===== config.mk =====
export PLATFORM = sky130hd
export DESIGN_NAME = fantasy_mixer
export DESIGN_NICKNAME = d
export VERILOG_FILES = /design/src/rtl/fantasy_mixer.sv
export SDC_FILE = /design/constraint.sdc
export NUM_CORES = 1
export LEC_CHECK = 0
export CORE_MARGIN = 2
export CORE_UTILIZATION = 40
export CTS_BUF_LIST = sky130_fd_sc_hd__clkbuf_16
export CTS_CLUSTER_SIZE = 14
export DETAILED_ROUTE_END_ITERATION = 16
export DONT_BUFFER_PORTS = 1
export PLACE_DENSITY_LB_ADDON = 0.08
export SETUP_SLACK_MARGIN = 0.02
export SLEW_MARGIN = 30
export SYNTH_ARGS = -nofsm -noshare
export SYNTH_HDL_FRONTEND = slang
export SYNTH_SLANG_ARGS = --single-unit

===== constraint.sdc =====
create_clock -name clk_i -period 10.9 [get_ports clk_i]
set_input_delay 2.18 -clock clk_i [delete_from_list [all_inputs] [get_ports clk_i]]
set_output_delay 2.18 -clock clk_i [all_outputs]
set_load 0.03 [all_outputs]

===== src/rtl/fantasy_mixer.sv =====
// fantasy_mixer: per-pixel colour mixer with mode-dependent inversion and a
// frame-paced cross-fade between modes.
//
// Ports:
//   clk_i       pixel clock, all state on rising edge
//   rst_n       asynchronous active-low reset
//   tog_blk_i   one-cycle pulse, toggles block mode
//   tog_inv_i   one-cycle pulse, toggles inversion sense
//   bypass_i    level, forces plain pass-through of pixel data
//   blk_x_i     block-is-bright flag, aligned with data_i
//   hs_i/vs_i/de_i, data_i   input video (channel 0 in LSBs)
//   hs_o/vs_o/de_o, data_o   output video, 2 cycles behind the inputs
//   led_o       {inverted sense, fade in progress, 0, block mode}
//   strength_o  current fade strength s (0 .. 2^SW)
module fantasy_mixer #(
    parameter int CW   = 8,
    parameter int NCH  = 3,
    parameter int SW   = 4,
    parameter int STEP = 4
) (
    input  logic              clk_i,
    input  logic              rst_n,
    input  logic              tog_blk_i,
    input  logic              tog_inv_i,
    input  logic              bypass_i,
    input  logic              blk_x_i,
    input  logic              hs_i,
    input  logic              vs_i,
    input  logic              de_i,
    input  logic [NCH*CW-1:0] data_i,
    output logic              hs_o,
    output logic              vs_o,
    output logic              de_o,
    output logic [NCH*CW-1:0] data_o,
    output logic [3:0]        led_o,
    output logic [SW:0]       strength_o
);

    // Bit 0 = block mode, bit 1 = inverted sense, so each toggle is one XOR.
    typedef enum logic [1:0] {
        DIRECT    = 2'b00,
        BLK_DARK  = 2'b01,
        INV       = 2'b10,
        BLK_LIGHT = 2'b11
    } mode_t;

    typedef enum logic [1:0] {
        STEADY,
        FADE_OUT,
        FADE_IN
    } state_t;

    localparam logic [SW:0]   S_FULL = {1'b1, {SW{1'b0}}};
    localparam logic [SW:0]   S_STEP = (SW+1)'(STEP);

    // Block toggle takes priority when both pulses arrive together.
    function automatic mode_t toggled(input mode_t m, input logic blk);
        return blk ? mode_t'(m ^ 2'b01) : mode_t'(m ^ 2'b10);
    endfunction

    state_t      state;
    mode_t       mode;
    mode_t       pend;
    logic [SW:0] s;
    logic        vs_prev;

    logic        tog;
    logic        frame;
    mode_t       mode_tog;
    mode_t       pend_tog;
    logic [SW:0] s_dn;
    logic [SW:0] s_up;
    logic [SW+1:0] s_sum;

    always_comb begin
        tog      = tog_blk_i | tog_inv_i;
        frame    = vs_i & ~vs_prev;
        mode_tog = toggled(mode, tog_blk_i);
        pend_tog = toggled(pend, tog_blk_i);
        s_dn     = (s > S_STEP) ? s - S_STEP : '0;
        s_sum    = {1'b0, s} + {1'b0, S_STEP};
        s_up     = (s_sum >= {1'b0, S_FULL}) ? S_FULL : s_sum[SW:0];
    end

    // A toggle in the same cycle as a frame event wins; the fade step is
    // simply not taken that cycle.
    always_ff @(posedge clk_i or negedge rst_n) begin
        if (!rst_n) begin
            state   <= STEADY;
            mode    <= BLK_DARK;
            pend    <= BLK_DARK;
            s       <= S_FULL;
            vs_prev <= 1'b0;
        end else begin
            vs_prev <= vs_i;
            case (state)
                STEADY: begin
                    if (tog) begin
                        pend <= mode_tog;
                        if (mode == DIRECT) begin
                            // DIRECT looks the same at any strength, so
                            // commit at once and fade the new mode in.
                            mode  <= mode_tog;
                            s     <= '0;
                            state <= FADE_IN;
                        end else begin
                            state <= FADE_OUT;
                        end
                    end
                end
                FADE_OUT: begin
                    if (tog) begin
                        pend <= pend_tog;
                        if (pend_tog == mode) state <= FADE_IN;
                    end else if (frame) begin
                        if (s_dn == '0) begin
                            mode <= pend;
                            if (pend == DIRECT) begin
                                s     <= S_FULL;
                                state <= STEADY;
                            end else begin
                                s     <= '0;
                                state <= FADE_IN;
                            end
                        end else begin
                            s <= s_dn;
                        end
                    end
                end
                FADE_IN: begin
                    if (tog) begin
                        pend  <= mode_tog;
                        state <= FADE_OUT;
                    end else if (frame) begin
                        s <= s_up;
                        if (s_up == S_FULL) state <= STEADY;
                    end
                end
                default: state <= STEADY;
            endcase
        end
    end

    assign led_o      = {mode[1], (state != STEADY), 1'b0, mode[0]};
    assign strength_o = s;

    // Stage 1: register pixel, inversion decision and strength.
    logic px_inv;
    always_comb begin
        case (mode)
            DIRECT:    px_inv = 1'b0;
            INV:       px_inv = 1'b1;
            BLK_DARK:  px_inv = blk_x_i;
            BLK_LIGHT: px_inv = ~blk_x_i;
            default:   px_inv = 1'b0;
        endcase
        if (bypass_i) px_inv = 1'b0;
    end

    logic [NCH*CW-1:0] d1;
    logic              inv1;
    logic [SW:0]       s1;
    logic [2:0]        sync1;
    logic [NCH*CW-1:0] mix;

    // out = d + floor((~d - d) * s / 2^SW); the result always lies between
    // d and ~d, so truncating the sum to CW bits is exact.
    for (genvar c = 0; c < NCH; c++) begin : g_ch
        logic [CW-1:0]          dc;
        logic signed [CW+1:0]   diff;
        logic signed [CW+SW+3:0] prod;
        always_comb begin
            dc   = d1[c*CW +: CW];
            diff = $signed({2'b00, ~dc}) - $signed({2'b00, dc});
            prod = diff * $signed({1'b0, s1});
        end
        assign mix[c*CW +: CW] = inv1 ? dc + CW'(prod >>> SW) : dc;
    end

    always_ff @(posedge clk_i or negedge rst_n) begin
        if (!rst_n) begin
            d1     <= '0;
            inv1   <= 1'b0;
            s1     <= '0;
            sync1  <= '0;
            data_o <= '0;
            hs_o   <= 1'b0;
            vs_o   <= 1'b0;
            de_o   <= 1'b0;
        end else begin
            d1     <= data_i;
            inv1   <= px_inv;
            s1     <= s;
            sync1  <= {vs_i, hs_i, de_i};
            data_o <= mix;
            vs_o   <= sync1[2];
            hs_o   <= sync1[1];
            de_o   <= sync1[0];
        end
    end

endmodule


## After elaboration in Yosys (flattened, before gate mapping)

Cells that the tools add are included.

| word-level totals | value |
|---|---|
| flip-flop bits (word level) | 72 |
| input port bits | 33 |
| output and inout bits | 36 |
| logic and storage cells | 109 |

| cells by class | value |
|---|---|
| $add $sub $neg | 8 |
| multiply operators | 3 |
| magnitude comparators | 2 |
| equality and inequality tests | 21 |
| multiplexer cells | 38 |
| bitwise gates (word level) | 11 |
| reductions and logical operators | 13 |

Operator list:

| operator | number |
|---|---|
| 2-to-1 mux 5 bit | 10 |
| 2-to-1 mux 2 bit | 19 |
| multiplier 9 x 6 -> 12 bit | 3 |
| subtractor 8 x 8 -> 9 bit | 3 |
| adder 8 bit | 3 |
| 2-to-1 mux 8 bit | 3 |
| NOT 8 bit | 3 |
| inequality test 2 bit, second input constant | 8 |
| inequality test 3 bit, second input constant | 5 |
| case mux 5 bit (3 select lines) | 1 |
| AND reduction 6 bit | 2 |
| case mux 2 bit (2 select lines) | 2 |
| AND reduction 7 bit | 1 |
| adder 5 x 3 -> 6 bit, second input constant | 1 |
| equality test 2 bit, second input constant | 3 |
| greater-or-equal comparator 6 x 5 -> 1 bit, second input constant | 1 |
| zero test 2 bit | 3 |
| NOT 1 bit | 6 |
| case mux 2 bit (3 select lines) | 1 |
| nonzero test 2 bit | 3 |
| equality test 5 bit, second input constant | 1 |
| > comparator 5 x 3 -> 1 bit, second input constant | 1 |
| zero test 5 bit | 1 |
| subtractor 5 x 3 -> 5 bit, second input constant | 1 |
| other kinds (10) | 11 |

## Longest topological paths before layout

| depth | value |
|---|---|
| word-level depth | 8 |
| mapped depth | 20 |
| gate-level depth less buffers | 19 |

## Worst setup path after synthesis

OpenSTA, ideal clock, no wires.

| timing | value |
|---|---|
| kind | register to register |
| start | register s1[2] |
| end | register data_o[15] |
| library setup time | 128 ps |
| arrival | 4461 ps |
| required time | 10772 ps |
| slack | 6311 ps |
| stages on the path, launching flop included | 20 |
| path buffers | 1 |
| period minus slack after synthesis | 4589 ps |
| cells stage by stage | dfrtp_1 > clkbuf_1 > nor2b_1 > fa_1 > inv_1 > fa_1 > fa_1 > inv_1 > ha_1 > a21oi_1 > o21bai_1 > a21oi_1 > xnor2_1 > ha_1 > a21oi_1 > o21ai_0 > o31ai_1 > nand2b_1 > mux2i_1 > xor2_1 |

| on the way | value |
|---|---|
| word-level cells in the longest chain between the ends | 3 |

Ends and longest elaborated chain:

| what | RTL line | text |
|---|---|---|
| start: declaration | 162 | `logic [SW:0] s1;` |
| start signal: assignment | 193 | `s1 <= s;` |
| multiplier 9 x 6 -> 12 bit | 175 | `prod = diff * $signed({1'b0, s1});` |
| adder 8 bit | 177 | `assign mix[c*CW +: CW] = inv1 ? dc + CW'(prod >>> SW) : dc;` |
| 2-to-1 mux 8 bit | 177 |  |
| named net mix[15] | 164 | `logic [NCH*CW-1:0] mix;` |
| end signal: assignment | 195 | `data_o <= mix;` |
| end: declaration | 34 | `output logic [NCH*CW-1:0] data_o,` |

The timed path passes the listed nets, and every way through them passes these cells.
A chain may end at the register's enable or synchronous reset.

## Final worst setup path

| timing | value |
|---|---|
| start | register s1[1] |
| end | register data_o[15] |

Same word-level chain as after synthesis.

==> impl_metrics.yaml <==
critical_path:
  crit_path_start_kind: "flop"
  crit_slowest_cell: "dfrtp_1"
  timing.critical_path.to_type: "flop"
  r2r_end: "data_o[15]"
  path_class: "flop to flop"
  r2r_slack_ps: 5840
  rr_worst_depth: 18
  crit_arrival_ps: 5290
  slowest_delay_ps: 870
  r2r_start: "s1[1]"
  cp.required_ps: 11130
  path_cells: "nor2b_1 > fa_1 > inv_1 > fa_1 > fa_1 > inv_1 > ha_1 > a21oi_1 > o21bai_1 > a21oi_1 > xnor2_1 > ha_1 > a21oi_1 > o21ai_0 > o31ai_1 > nand2b_1 > mux2i_1 > xor2_1"
  worstPathMaxFanout: 25
clock_tree:
  cts_buffers: 9
  cts_hold_buf: 0
  cts_max_level: 3
  path_clk_slew_ps: 60
  cts_tree: "built"
  cts.sinks: 71
  postCtsSetupRepairBufs: 0
  root_buffer: "clkbuf_16"
  cts_resized: 0
  clk_latency_ps: 350
  clock_path_buffers: 2
timing:
  hold_viol: 0
  maxSlewViolCount: 0
  fin_crit_sh_pct: 46.4
  final-setup-viol-count: 0
  maxSlewHeadroom_pct: 44.1
  setup-tns-final_ps: 0
  max_freq_mhz: 198
  rsz0062_at_grt: "no"
  timing.final.crit_period_ps: 5060
  worst_pin_slew_ps: 838
  skew_ps: 6.87
  finalWorstSetupSlack_ps: 5840
global_routing:
  track_usage_pct: 16.1
  busiest_layer: "met2"
  grt_max_degree: 72
  use_met1_pct: 21.3
  grt_pass1_vias: 5297
  grt_pass1_wl_mm: 25.4
  grt_util_met3_pct: 3.75
  grt_antenna_before_repair: 0
  grt_overflow: 0
  grt_util_met2_pct: 26.4
logic_synthesis:
  synth_cell_type_count: 54
  synth_cells: 748
  async_reset_ff_share_pct: 100
  syn_area_per_cell_um2: 9.86
  ys.flop_type: "dfrtp_1"
  synth_seq_area_share_pct: 24.1
  syn_nets: 935
  synth_seq_cells: 71
  synth-edff-count: 0
  syn_area_um2: 7380
  synth_warnings: 0
final_layout:
  stdcell_area_um2: 7860
  mostFrequentLayoutCells: "inv_1, nor2b_1, ha_1"
  n_antenna_cell: 0
  final_layout_size_suffix_gt1_share_pct: 6.43
  final_common_cell: "inv_1"
  utilization_pct: 43.6
  areaGrowthSynthToFinish_pct: 6.60
  finalNetCount: 928
route:
  avgViaCountPerCell: 4.98
  totalWireLength_mm: 14.3
  ant_nets: 0
  drc: 0
  first_pass_iters: 4
  dr.first_iter.drc_count: 131
  vias: 4858
  avgRoutedWirePerCell_um: 14.6
min_path:
  hold-path-cell-count: 0
  hold-path-endpoint: "hs_o"
  min_path_type: "flop to flop"
  hp-start: "sync1[1]"
power_and_ir_drop:
  peakVddDrop_v: 0.000152
  power.leakage_uw: 0.00377
  power.density_nw_per_um2: 209
  power.total_uw: 1650
placed_design:
  gp_congestion: 0.811
  placed_area_um2: 7590
  dpl.hpwl_mm: 10.6
  place_ws_ps: 5720
  portBuffers: 0
die:
  start_util_pct: 40.9
  coreArea_um2: 18000
  die_w_um: 140
  io_pins: 69
  num_rows: 49
  die_h_um: 140
  dieArea_um2: 19500
run:
  maxCapViolations: 0
run_status:
  outcome: "finished, final reports clean"
-- Yosys cell counts, types with 3 or more instances --
cell / count / area, um^2
or2_2: 4 / 25.0
or3_1: 4 / 25.0
o211ai_1: 3 / 22.5
a21o_1: 15 / 113
clkbuf_1: 16 / 60.1
nand2_1: 26 / 97.6
mux2i_1: 6 / 60.1
xnor2_1: 45 / 394
o22ai_1: 6 / 37.5
o21ai_0: 23 / 115
nor2b_1: 102 / 638
fa_1: 72 / 1440
o21a_1: 5 / 37.5
dfrtp_1: 68 / 1700
mux2_2: 18 / 203
nand2b_1: 19 / 119
inv_1: 111 / 417
xor2_1: 12 / 105
ha_1: 82 / 1030
a21oi_1: 33 / 165
a211oi_1: 4 / 30.0
nor2_1: 24 / 90.1
a21oi_2: 3 / 26.3
dfstp_2: 3 / 78.8
nand3_1: 4 / 20.0
a41o_1: 3 / 30.0
-- layout make-up --
type	instances	area [um^2]
Clock buffer	9	225
Timing Repair Buffer	1	7.51
Fill cell	1790	10200
Inverter	111	417
Sequential cell	71	1780
Tap cell	229	287
Multi-Input combinational cell	547	5100
Clock inverter	7	41.3
-- metrics by stage --
stage               hold WS [ps]  instances
floorplan                    331        748
global route                 360        975
global placement             339        959
finish                       352        975
CTS                          355        975
detailed placement           339        959
-- worst max-delay path by stage --
| stage | startpoint | end | cells past startpoint |
|---|---|---|---|
| finish | s1[1] | data_o[15] | 18 |
| floorplan | s1[2] | data_o[15] | 19 |
| CTS | s1[2] | data_o[15] | 18 |
| detailed placement | s1[2] | data_o[15] | 18 |
| global placement | s1[2] | data_o[15] | 18 |
| global route | s1[1] | data_o[23] | 17 |
-- critical path: cells and delay by family, from the launching register on --
family / cells / cell delay, ps
muxes: 1 / 90
DFF: 1 / 870
AOI/OAI and AO/OA: 6 / 1140
buffers and inverters: 2 / 120
adders and majority gates: 5 / 2010
and+or+nand+nor: 2 / 420
xor gates and xnor gates: 2 / 300
-- state kept, by name, summed over array words and instances (netlist names) --
name / flops
d1: 24
data_o: 24
de_o: 1
hs_o: 1
inv1: 1
mode: 2
pend: 2
s1: 5
state: 2
strength_o: 5
sync1: 3
vs_o: 1
-- power breakdown --
group	leakage (uW)	switching (uW)	total, uW	internal, uW
logic	0.00280	443	854	411
clock network	0.000132	116	268	152
registers	0.000845	190	524	334
-- kinds of logic after synthesis --
kind of cell	after synthesis	share of synthesized area, %
XOR/XNOR	57	6.77
AO/OA/AOI/OAI	113	10.0
adder cells (fa/ha/maj)	154	33.4
buffers and inverters	130	6.68
multiplexers	25	3.71
AND/OR/NAND/NOR	197	15.2
other	1	0.0508
flip-flops	71	24.1
-- metal layers --
| layer | wire length [um] | share of wire [%] | vias up |
|---|---|---|---|
| met5 | 0 | 0 | - |
| met4 | 189 | 1.3 | 0 |
| met3 | 605 | 4.2 | 14 |
| met2 | 6730 | 47 | 68 |
| met1 | 6750 | 47 | 2374 |
| li1 | - | - | 2402 |
(Power assumes the default switching activity.)
